[config.mk]
export PLATFORM = sky130hd
export DESIGN_NAME = decode_queue_stage
export DESIGN_NICKNAME = d
export VERILOG_FILES = /design/src/rtl/decode_queue_stage.sv
export SDC_FILE = /design/constraint.sdc
export NUM_CORES = 1
export LEC_CHECK = 0
export BUFFER_PORTS_ARGS = -buffer_cell sky130_fd_sc_hd__buf_2
export CORE_UTILIZATION = 50
export CTS_BUF_LIST = sky130_fd_sc_hd__clkbuf_4 sky130_fd_sc_hd__clkbuf_8
export DETAILED_ROUTE_END_ITERATION = 6
export PLACE_DENSITY = 0.72
export SLEW_MARGIN = 20
export SYNTH_ARGS = -nofsm -noshare
export SYNTH_HDL_FRONTEND = slang
export SYNTH_SLANG_ARGS = --single-unit
[constraint.sdc]
create_clock -name clk -period 8.55 [get_ports clk]
set_clock_uncertainty 0.1 [all_clocks]
set_input_delay 0 -clock clk [delete_from_list [all_inputs] [get_ports clk]]
set_output_delay 0 -clock clk [all_outputs]
set_load 0.02 [all_outputs]
[src/rtl/decode_queue_stage.sv]
// decode_queue_stage: DEPTH-entry fetch-to-decode instruction queue with
// valid/ready handshakes on both sides. The head entry is pre-decoded into an
// instruction class, register fields and an extended immediate, and the
// stage tracks whether the head sits in a branch delay slot.
// Optional feature: define DECODE_COP0_EN to decode MFC0/MTC0 (class 9) and
// ERET (class A); without it those words decode as reserved (class F).
module decode_queue_stage #(
    parameter int DEPTH = 4,
    parameter int CNT_W = 3
) (
    input  logic             clk,
    input  logic             reset,
    input  logic             flush,
    input  logic             in_valid,
    output logic             in_ready,
    input  logic [31:0]      in_pc,
    input  logic [31:0]      in_inst,
    output logic             out_valid,
    input  logic             out_ready,
    output logic [31:0]      out_pc,
    output logic [31:0]      out_inst,
    output logic [3:0]       out_class,
    output logic [4:0]       out_rs,
    output logic [4:0]       out_rt,
    output logic [4:0]       out_rd,
    output logic [4:0]       out_sa,
    output logic [31:0]      out_imm,
    output logic             out_in_slot,
    output logic             out_ri,
    output logic [CNT_W-1:0] count
);

    localparam int PTR_W = (DEPTH > 1) ? $clog2(DEPTH) : 1;

    localparam logic [3:0] CLS_ALU_R  = 4'h0;
    localparam logic [3:0] CLS_ALU_I  = 4'h1;
    localparam logic [3:0] CLS_LOAD   = 4'h2;
    localparam logic [3:0] CLS_STORE  = 4'h3;
    localparam logic [3:0] CLS_BRANCH = 4'h4;
    localparam logic [3:0] CLS_JUMP   = 4'h5;
    localparam logic [3:0] CLS_JREG   = 4'h6;
    localparam logic [3:0] CLS_MULDIV = 4'h7;
    localparam logic [3:0] CLS_TRAP   = 4'h8;
    localparam logic [3:0] CLS_COP0   = 4'h9;
    localparam logic [3:0] CLS_ERET   = 4'hA;
    localparam logic [3:0] CLS_NOP    = 4'hB;
    localparam logic [3:0] CLS_RI     = 4'hF;

    // Instruction class of a raw word; the all-zero word is a NOP, not SLL.
    function automatic logic [3:0] decode_class(input logic [31:0] inst);
        logic [3:0] cls;
        cls = CLS_RI;
        if (inst == 32'h0) begin
            cls = CLS_NOP;
        end else begin
            case (inst[31:26])
                6'h00: begin
                    case (inst[5:0])
                        6'h00, 6'h02, 6'h03, 6'h04, 6'h06, 6'h07,
                        6'h10, 6'h12,
                        6'h20, 6'h21, 6'h22, 6'h23, 6'h24, 6'h25,
                        6'h26, 6'h27, 6'h2A, 6'h2B:           cls = CLS_ALU_R;
                        6'h08, 6'h09:                         cls = CLS_JREG;
                        6'h0C, 6'h0D:                         cls = CLS_TRAP;
                        6'h11, 6'h13,
                        6'h18, 6'h19, 6'h1A, 6'h1B:           cls = CLS_MULDIV;
                        default:                              cls = CLS_RI;
                    endcase
                end
                6'h01: begin
                    case (inst[20:16])
                        5'h00, 5'h01, 5'h10, 5'h11: cls = CLS_BRANCH;
                        default:                    cls = CLS_RI;
                    endcase
                end
                6'h02, 6'h03: cls = CLS_JUMP;
                6'h04, 6'h05: cls = CLS_BRANCH;
                6'h06, 6'h07: cls = (inst[20:16] == 5'h0) ? CLS_BRANCH : CLS_RI;
                6'h08, 6'h09, 6'h0A, 6'h0B, 6'h0C, 6'h0D, 6'h0E: cls = CLS_ALU_I;
                6'h0F: cls = (inst[25:21] == 5'h0) ? CLS_ALU_I : CLS_RI;
                6'h10: begin
`ifdef DECODE_COP0_EN
                    if (inst == 32'h4200_0018) begin
                        cls = CLS_ERET;
                    end else if (inst[10:0] == 11'h0 &&
                                 (inst[31:21] == 11'b01000000000 ||
                                  inst[31:21] == 11'b01000000100)) begin
                        cls = CLS_COP0;
                    end
`endif
                end
                6'h20, 6'h21, 6'h23, 6'h24, 6'h25: cls = CLS_LOAD;
                6'h28, 6'h29, 6'h2B:               cls = CLS_STORE;
                default:                           cls = CLS_RI;
            endcase
        end
        return cls;
    endfunction

    // Control transfers whose successor executes in a delay slot.
    function automatic logic opens_slot(input logic [3:0] cls);
        return (cls == CLS_BRANCH) || (cls == CLS_JUMP) || (cls == CLS_JREG);
    endfunction

    logic [31:0]      pc_q   [DEPTH];
    logic [31:0]      inst_q [DEPTH];
    logic [PTR_W-1:0] wr_ptr_q, rd_ptr_q;
    logic [CNT_W-1:0] count_q, count_d;
    logic             slot_pending_q;

    logic             push, pop, not_empty;
    logic [31:0]      head_pc, head_inst;
    logic [3:0]       head_cls;

    assign not_empty = (count_q != '0);
    assign in_ready  = (count_q != CNT_W'(DEPTH));
    assign push      = in_valid && in_ready && !flush;
    assign pop       = not_empty && out_ready && !flush;
    assign head_pc   = pc_q[rd_ptr_q];
    assign head_inst = inst_q[rd_ptr_q];
    assign head_cls  = decode_class(head_inst);

    // Occupancy next state: simultaneous push and pop leave it unchanged.
    always_comb begin
        count_d = count_q;
        if (push && !pop) begin
            count_d = count_q + CNT_W'(1);
        end else if (pop && !push) begin
            count_d = count_q - CNT_W'(1);
        end
    end

    // Pointers, occupancy and delay-slot tracking; flush wins over push/pop.
    always_ff @(posedge clk or posedge reset) begin
        if (reset) begin
            wr_ptr_q       <= '0;
            rd_ptr_q       <= '0;
            count_q        <= '0;
            slot_pending_q <= 1'b0;
        end else if (flush) begin
            wr_ptr_q       <= '0;
            rd_ptr_q       <= '0;
            count_q        <= '0;
            slot_pending_q <= 1'b0;
        end else begin
            if (push) begin
                wr_ptr_q <= wr_ptr_q + PTR_W'(1);
            end
            if (pop) begin
                rd_ptr_q       <= rd_ptr_q + PTR_W'(1);
                slot_pending_q <= opens_slot(head_cls);
            end
            count_q <= count_d;
        end
    end

    // Entry storage, written at the tail on an accepted push.
    always_ff @(posedge clk or posedge reset) begin
        if (reset) begin
            for (int i = 0; i < DEPTH; i++) begin
                pc_q[i]   <= '0;
                inst_q[i] <= '0;
            end
        end else if (push) begin
            pc_q[wr_ptr_q]   <= in_pc;
            inst_q[wr_ptr_q] <= in_inst;
        end
    end

    // Head outputs, forced to zero while the queue is empty.
    always_comb begin
        out_valid   = not_empty;
        out_pc      = '0;
        out_inst    = '0;
        out_class   = '0;
        out_rs      = '0;
        out_rt      = '0;
        out_rd      = '0;
        out_sa      = '0;
        out_imm     = '0;
        out_in_slot = 1'b0;
        out_ri      = 1'b0;
        if (not_empty) begin
            out_pc      = head_pc;
            out_inst    = head_inst;
            out_class   = head_cls;
            out_rs      = head_inst[25:21];
            out_rt      = head_inst[20:16];
            out_rd      = head_inst[15:11];
            out_sa      = head_inst[10:6];
            out_imm     = (head_inst[29:28] == 2'b11) ? {16'h0, head_inst[15:0]}
                                                      : {{16{head_inst[15]}}, head_inst[15:0]};
            out_in_slot = slot_pending_q;
            out_ri      = (head_cls == CLS_RI);
        end
    end

    assign count = count_q;

endmodule
==> results.md, run 1 <==
* Outcome: completed
* Setup TNS at 0 ns
* Post-synth net total at 928
* Fin crit share at 53.1%
* Worst Setup SP: rd_ptr_q[0]
* FF-to-FF path depth at 7
* Clock period minus worst slack at 4.54 ns
* Worst path top cell family by delay: buffers and inverters
* CTS tree: built
* Met2 Resource Use GR at 37.0%
* Initial DRT Pass Iterations at 4
* Worst R2R End: slot_pending_q
* Grt met3 use at 4.19%
* Clk_lat worst skew at 0.54 ns
* CP Capture Type: output port
* Gr ovfl total at 0
* Top-count cell post-synth: dfrtp_1
* Antenna Violating Nets Remaining at 0
* Via count at 7,813
* DP HPWL at 16,000 um
* Worst setup SP type: flip-flop
* Commonest cells post-synth: dfrtp_1 (264), mux2_2 (256), and2_1 (64), mux4_2 (64), buf_4 (52)
* Clock slew seen by the registers of the worst setup and hold paths at 0.06 ns
* Crit-path cells: buf_4, mux4_2, nor3_2, nand2_1, o311ai_0, o211ai_1, a221oi_2, buf_2
* Die area at 0.0259 sq mm
* Synth Area per Inst at 14.8 sq um
* Vias in the first global route at 8,242
* Worst VDD drop at 266 uV
* Initial Util at 51.5%
* RSZ-0062 raised after global routing: no
* Final Util at 61.8%
* FF-to-FF setup slack at 4.74 ns
* Filler cells at 1,938
* Seq/Total Area, Yosys at 52.3%
* Cell count after synthesis at 854
* P_leak at 7.08 nW
* Initial DRC Count at 396
* Synth top area share at 52.3%
* Origin of the critical flop-to-flop path: rd_ptr_q[0]
* GRT busiest layer: met2
* Unique masters post-synth at 54
* Post-Layout Cell Count at 1,428
* Worst slew margin relative to its limit at 26.4%
* Fmax at 0.220 GHz
* Grt met1 use at 29.2%
* Worst Path Buf+Inv at 2
* CP max FO at 44
* Initial antenna violation count at 2
* Post-Route WL at 27,500 um
* Synth Warn # at 0
* Pwr Total at 6.25 mW
* Residual DRC at 0
* Hold Path Class: in -> async
* IO Pins at 196
* Core region area at 0.0245 sq mm
* Core Rows at 57
* Clk Tree Root Cell: clkbuf_8
* Post-synth EDFFs at 0
* Cell Count Post-Placement at 1,280
* Async set-reset flop share out of synthesis at 100%
* Cell Pwr Density at 412 mW/mm^2
* GRT Resource Usage Total at 21.9%
* Routed vias/inst at 5.47
* Final hold vios at 0
* Number of synthesized register bits at 264
* Num CTS Buffers at 44
* Max stage delay on crit path at 0.82 ns
* Final setup vio count at 0
* Nets@finish at 1,146
* Crit path max-delay cell type: buf_4
* CTS sink cnt at 264
* Worst Tran Pin Value at 1.10 ns
* PortBufs at 195
* Fraction of layout cells with a size suffix above 1 at 55.4%
* DR WL/cell at 19.2 um
* Top_reg_cell synth: dfrtp_1
* Post-synthesis cell area at 0.0126 sq mm
* Cell taking the most area after synthesis: dfrtp_1
* CTS-repair resized insts at 0
* First-pass GRT wire length at 44,500 um
* CTS Buffer Depth at 3
* Worst path arrival time at 4.44 ns
* Final Wtd Congestion at 0.795
* Max-cap check violation count at 0
* Slew Limit Fails at 0
* CP Class: reg -> out
* Smallest hold slack at 0.0728 ns
* Ranking of synthesized cells by area: dfrtp_1 (52%), mux2_2 (23%), mux4_2 (11%)
* Area Growth Syn to Fin at 20.0%
* CTS H-tree depth at 2
* Chip Width at 161 um
* Setup Buffers After CTS at 0
* Chip height at 161 um
* CP required at 8.45 ns
* Largest net degree at the start of global routing at 131
[flip-flops by register name, indices dropped and copies added, names as in the netlist]
register and flops:
inst_q 128, count 3, rd_ptr_q 2, wr_ptr_q 2, slot_pending_q 1, pc_q 128
[metal layers]
layer | vias to the layer above | share of wire (%) | wire length, um
met1 | 4054 | 44 | 12200
met5 | - | 0.047 | 13
li1 | 3525 | - | -
met3 | 41 | 4.5 | 1230
met2 | 191 | 49 | 13600
met4 | 2 | 1.8 | 495
[placed cells by master, fill, tap and decap left out, types with 2 or more instances in the layout]
cell type and n:
or3b_1 2, nor2b_1 3, buf_2 195, o211ai_1 2, nand2_1 7, nor4_1 3
nor3_1 5, mux2_2 256, o21ai_0 2, clkinv_2 6, ha_1 4, clkbuf_4 15
nand3b_1 3, buf_4 4, clkbuf_8 55, o31ai_1 2, nand2_4 4, dfrtp_4 2
xnor2_1 5, and2_1 64, dlygate4sd3_1 70, nand4bb_1 2, or3_1 3, nor2_1 12
dfrtp_1 262, nand3_1 2, mux4_2 64, inv_1 5, nand2b_1 4, a31oi_1 2
a21oi_1 7, o21a_1 2
[timing repair]
| action | 4_1_cts | 5_1_grt |
|---|---|---|
| hold buffers | 70 | 0 |
| setup endpoints to repair | 0 | 0 |
| hold endpoints to repair | 392 | 0 |
[worst max path at each step]
stage	end	slack, ns	cells past startpoint
final	out_ri	4.01	8
after CTS	out_ri	3.90	8
after detailed placement	out_ri	4.48	8
after floorplan	count[0]	1.18	1
after global placement	out_class[1]	4.62	8
after global routing	out_ri	3.60	8
[cell families after synthesis]
kind of cell             share of synthesized area, %
adder cells (fa/ha/maj)                         0.555
AO/OA/AOI/OAI                                    1.83
buffers and inverters                            4.78
flip-flops                                       52.3
AND/OR/NAND/NOR                                  5.91
multiplexers                                     34.2
XOR/XNOR                                        0.416
[worst min-delay path, stage by stage]
cell	delay (ns)
dlygate4sd3_1	0.53
buf_2	0.15
inv_8	0.57
[power by group]
group | internal (mW) | switching (mW)
Clock | 0.672 | 0.488
Sequential | 1.81 | 0.317
Combinational | 1.40 | 1.57
[metrics by stage]
stage | setup slack [ns] | instance area (sq um)
6_report | 4.01 | 15200
5_1_grt | 3.60 | 15200
4_1_cts | 3.90 | 15200
3_5_place_dp | 4.48 | 13500
3_3_place_gp | 4.62 | 13500
2_1_floorplan | 1.18 | 12600
[final cells by class]
class                           count  area, sq um  area share, %
Sequential cell                   264         6610           43.6
Multi-Input combinational cell    485         5460           36.0
Timing Repair Buffer              270         1720           11.3
Clock buffer                       70          870           5.74
Tap cell                          324          405           2.67
Clock inverter                      7         60.1          0.396
Inverter                            7         33.8          0.223
Antenna cell                        1         2.50         0.0165
Note: power is estimated with default switching activity, not from simulation.
==> run 2, diff against run 1 <==
--- a/config.mk
+++ b/config.mk
@@ -9,7 +9,7 @@
 export CORE_UTILIZATION = 50
 export CTS_BUF_LIST = sky130_fd_sc_hd__clkbuf_4 sky130_fd_sc_hd__clkbuf_8
 export DETAILED_ROUTE_END_ITERATION = 6
-export PLACE_DENSITY = 0.72
+export PLACE_DENSITY = 0.74
 export SLEW_MARGIN = 20
 export SYNTH_ARGS = -nofsm -noshare
 export SYNTH_HDL_FRONTEND = slang
==> constraint.sdc (replaced) <==
create_clock -name clk -period 3.7 [get_ports clk]
set_clock_uncertainty 0.1 [all_clocks]
set_input_delay 0 -clock clk [delete_from_list [all_inputs] [get_ports clk]]
set_output_delay 0 -clock clk [all_outputs]
set_load 0.02 [all_outputs]
==> run 2 against run 1 <==
Against the previous run: hold slack better by 0.085 ns; combinational power up 140%; total power up 130%; largest cell class unchanged; cell count up 1.3%; largest power group unchanged.
==> results.md, run 2 (synthesis results as in run 1) <==
* Smallest hold slack at 0.158 ns (was 0.0728 ns)
* CTS H-tree depth at 2 (unchanged)
* Antenna Violating Nets Remaining at 0 (unchanged)
* Die area at 0.0259 sq mm (unchanged)
* Max-cap check violation count at 0 (unchanged)
* Commonest cells after routing, fill and taps aside: dfrtp_1 (262), mux2_2 (256), buf_2 (195) (unchanged)
* Initial DRC Count at 385 (was 396)
* FF-to-FF path depth at 8 (was 7)
* Worst Tran Pin Value at 0.721 ns (was 1.10 ns)
* Cell Pwr Density at 950 mW/mm^2 (was 412 mW/mm^2)
* Residual DRC at 0 (unchanged)
* Clock period minus worst slack at 3.58 ns
* Final Wtd Congestion at 0.794 (was 0.795)
* Post-Route WL at 27,400 um (was 27,500 um)
* GRT Resource Usage Total at 22.0% (was 21.9%)
* CP endpoint: out_ri (unchanged)
* Slew Limit Fails at 0 (unchanged)
* Initial antenna violation count at 2 (unchanged)
* Clock slew seen by the registers of the worst setup and hold paths at 0.06 ns (about the same)
* IO Pins at 196 (unchanged)
* Clk_lat worst skew at 0.56 ns (was 0.54 ns)
* PortBufs at 195 (unchanged)
* Area Growth Syn to Fin at 22.1% (was 20.0%)
* First-pass GRT wire length at 45,200 um (was 44,500 um)
* Pwr Total at 14.7 mW (was 6.25 mW)
* Chip height at 161 um (unchanged)
* DR WL/cell at 19.0 um (was 19.2 um)
* Num CTS Buffers at 45 (was 44)
* CTS Buffer Depth at 3 (unchanged)
* Origin of the critical flop-to-flop path: rd_ptr_q[0] (unchanged)
* Clk Tree Root Cell: clkbuf_8 (unchanged)
* Worst path arrival time at 3.48 ns (was 4.44 ns)
* Worst Setup SP: rd_ptr_q[1] (was rd_ptr_q[0])
* Via count at 7,867 (was 7,813)
* CP required at 3.60 ns (was 8.45 ns)
* Largest net degree at the start of global routing at 108 (was 131)
* Filler cells at 1,881 (was 1,938)
* Gr ovfl total at 0 (unchanged)
* CP Class: reg -> out (unchanged)
* Pre-CTS setup slack at 0.509 ns (was 4.48 ns)
* Outcome: completed (unchanged)
* Worst setup SP type: flip-flop (unchanged)
* DP HPWL at 16,700 um (was 16,000 um)
* CTS sink cnt at 264 (unchanged)
* Core region area at 0.0245 sq mm (unchanged)
* Commonest non-fill, non-tap cell in the layout: dfrtp_1 (unchanged)
* Final Util at 62.9% (was 61.8%)
* Fraction of layout cells with a size suffix above 1 at 56.2% (was 55.4%)
* Final hold vios at 0 (unchanged)
* Initial Util at 51.5% (unchanged)
* CTS tree: built (unchanged)
* Fmax at 0.279 GHz
* Setup ws final at 0.116 ns (was 4.01 ns)
* CP max FO at 35 (was 44)
* P_leak at 7.20 nW (was 7.08 nW)
* Hold Path Class: in -> reg (was in -> async)
* Worst slew margin relative to its limit at 51.9% (was 26.4%)
* Chip Width at 161 um (unchanged)
* Vias in the first global route at 8,553 (was 8,242)
* CP Capture Type: output port (unchanged)
* Nets@finish at 1,162 (was 1,146)
* FF-to-FF setup slack at 0.81 ns (was 4.74 ns)
* Core Rows at 57 (unchanged)
* Worst R2R End: slot_pending_q (unchanged)
* Worst VDD drop at 582 uV (was 266 uV)
* Final setup vio count at 0 (unchanged)
* Initial DRT Pass Iterations at 4 (unchanged)
* Fin crit share at 96.9%
* Routed vias/inst at 5.44 (was 5.47)
-- run 2: changes by cell type in the layout (fill, tap and decap cells not counted) --
cell,previous run,this run
nor4b_1,1,0
clkbuf_8,55,61
diode_2,1,2
clkinvlp_4,0,4
bufinv_16,1,0
buf_4,4,11
clkbuf_4,15,13
buf_8,0,1
buf_12,0,8
nor4b_2,0,1
clkinv_2,6,2
buf_6,1,0
-- run 2: cell type report --
class                   count  area (sq um)  share of cell area, %
diodes                      2          5.00                 0.0324
clock buffers              74           937                   6.07
clock inverters             6          43.8                  0.284
inverters                   7          30.0                  0.195
multi-input cells         485          5460                   35.4
flip-flops and latches    264          6610                   42.9
well taps                 324           405                   2.63
repair buffers            285          1930                   12.5
-- run 2: per-layer routing --
layer	share of wire [%]	track usage [%]	vias up	wire length [um]
met3	4.7	4.29	32	1290
met2	51	37.6	193	13900
met5	0	0	-	0
met1	44	29.0	4093	11900
li1	-	-	3549	-
met4	1.2	5.45	0	340
-- run 2: worst min-delay path by stage --
stage,from,endpoint,slack [ns],cells after the start
4_1_cts,in_pc[6],pc_q[6],0.12,3
5_1_grt,in_pc[9],pc_q[105],0.16,3
3_5_place_dp,reset,count[0],-0.006,2
2_1_floorplan,in_valid,wr_ptr_q[1],0.04,2
3_3_place_gp,reset,count[2],-0.001,2
6_report,in_pc[4],pc_q[36],0.16,3
-- run 2: metrics by stage --
step | cells | setup TNS, ns | area, sq um
finish | 1447 | 0 | 15400
global route | 1447 | -0.0245 | 15400
CTS | 1441 | 0 | 15400
detailed placement | 1290 | 0 | 13700
global placement | 1290 | 0 | 13700
floorplan | 854 | 0 | 12600
-- run 2: critical path, cell delays in order, from the launching register on --
cell	delay (ns)
dfrtp_4	0.77
mux4_2	0.40
or4_1	0.60
nand4bb_1	0.27
nor4_2	0.33
a21oi_1	0.13
a221oi_2	0.24
buf_2	0.20
-- run 2: report_power, final --
part | total (mW) | switching (mW) | internal (mW)
clock | 2.76 | 1.16 | 1.60
sequential | 4.86 | 0.667 | 4.19
combinational | 7.04 | 3.72 | 3.32
-- run 2: what timing repair did --
item / 4_1_cts / 5_1_grt
resized for setup: 0 / 1
hold buffers: 70 / 0
setup buffers: 1 / 4
endpoints found under the setup margin: 1 / 2
hold endpoints to repair: 528 / 0
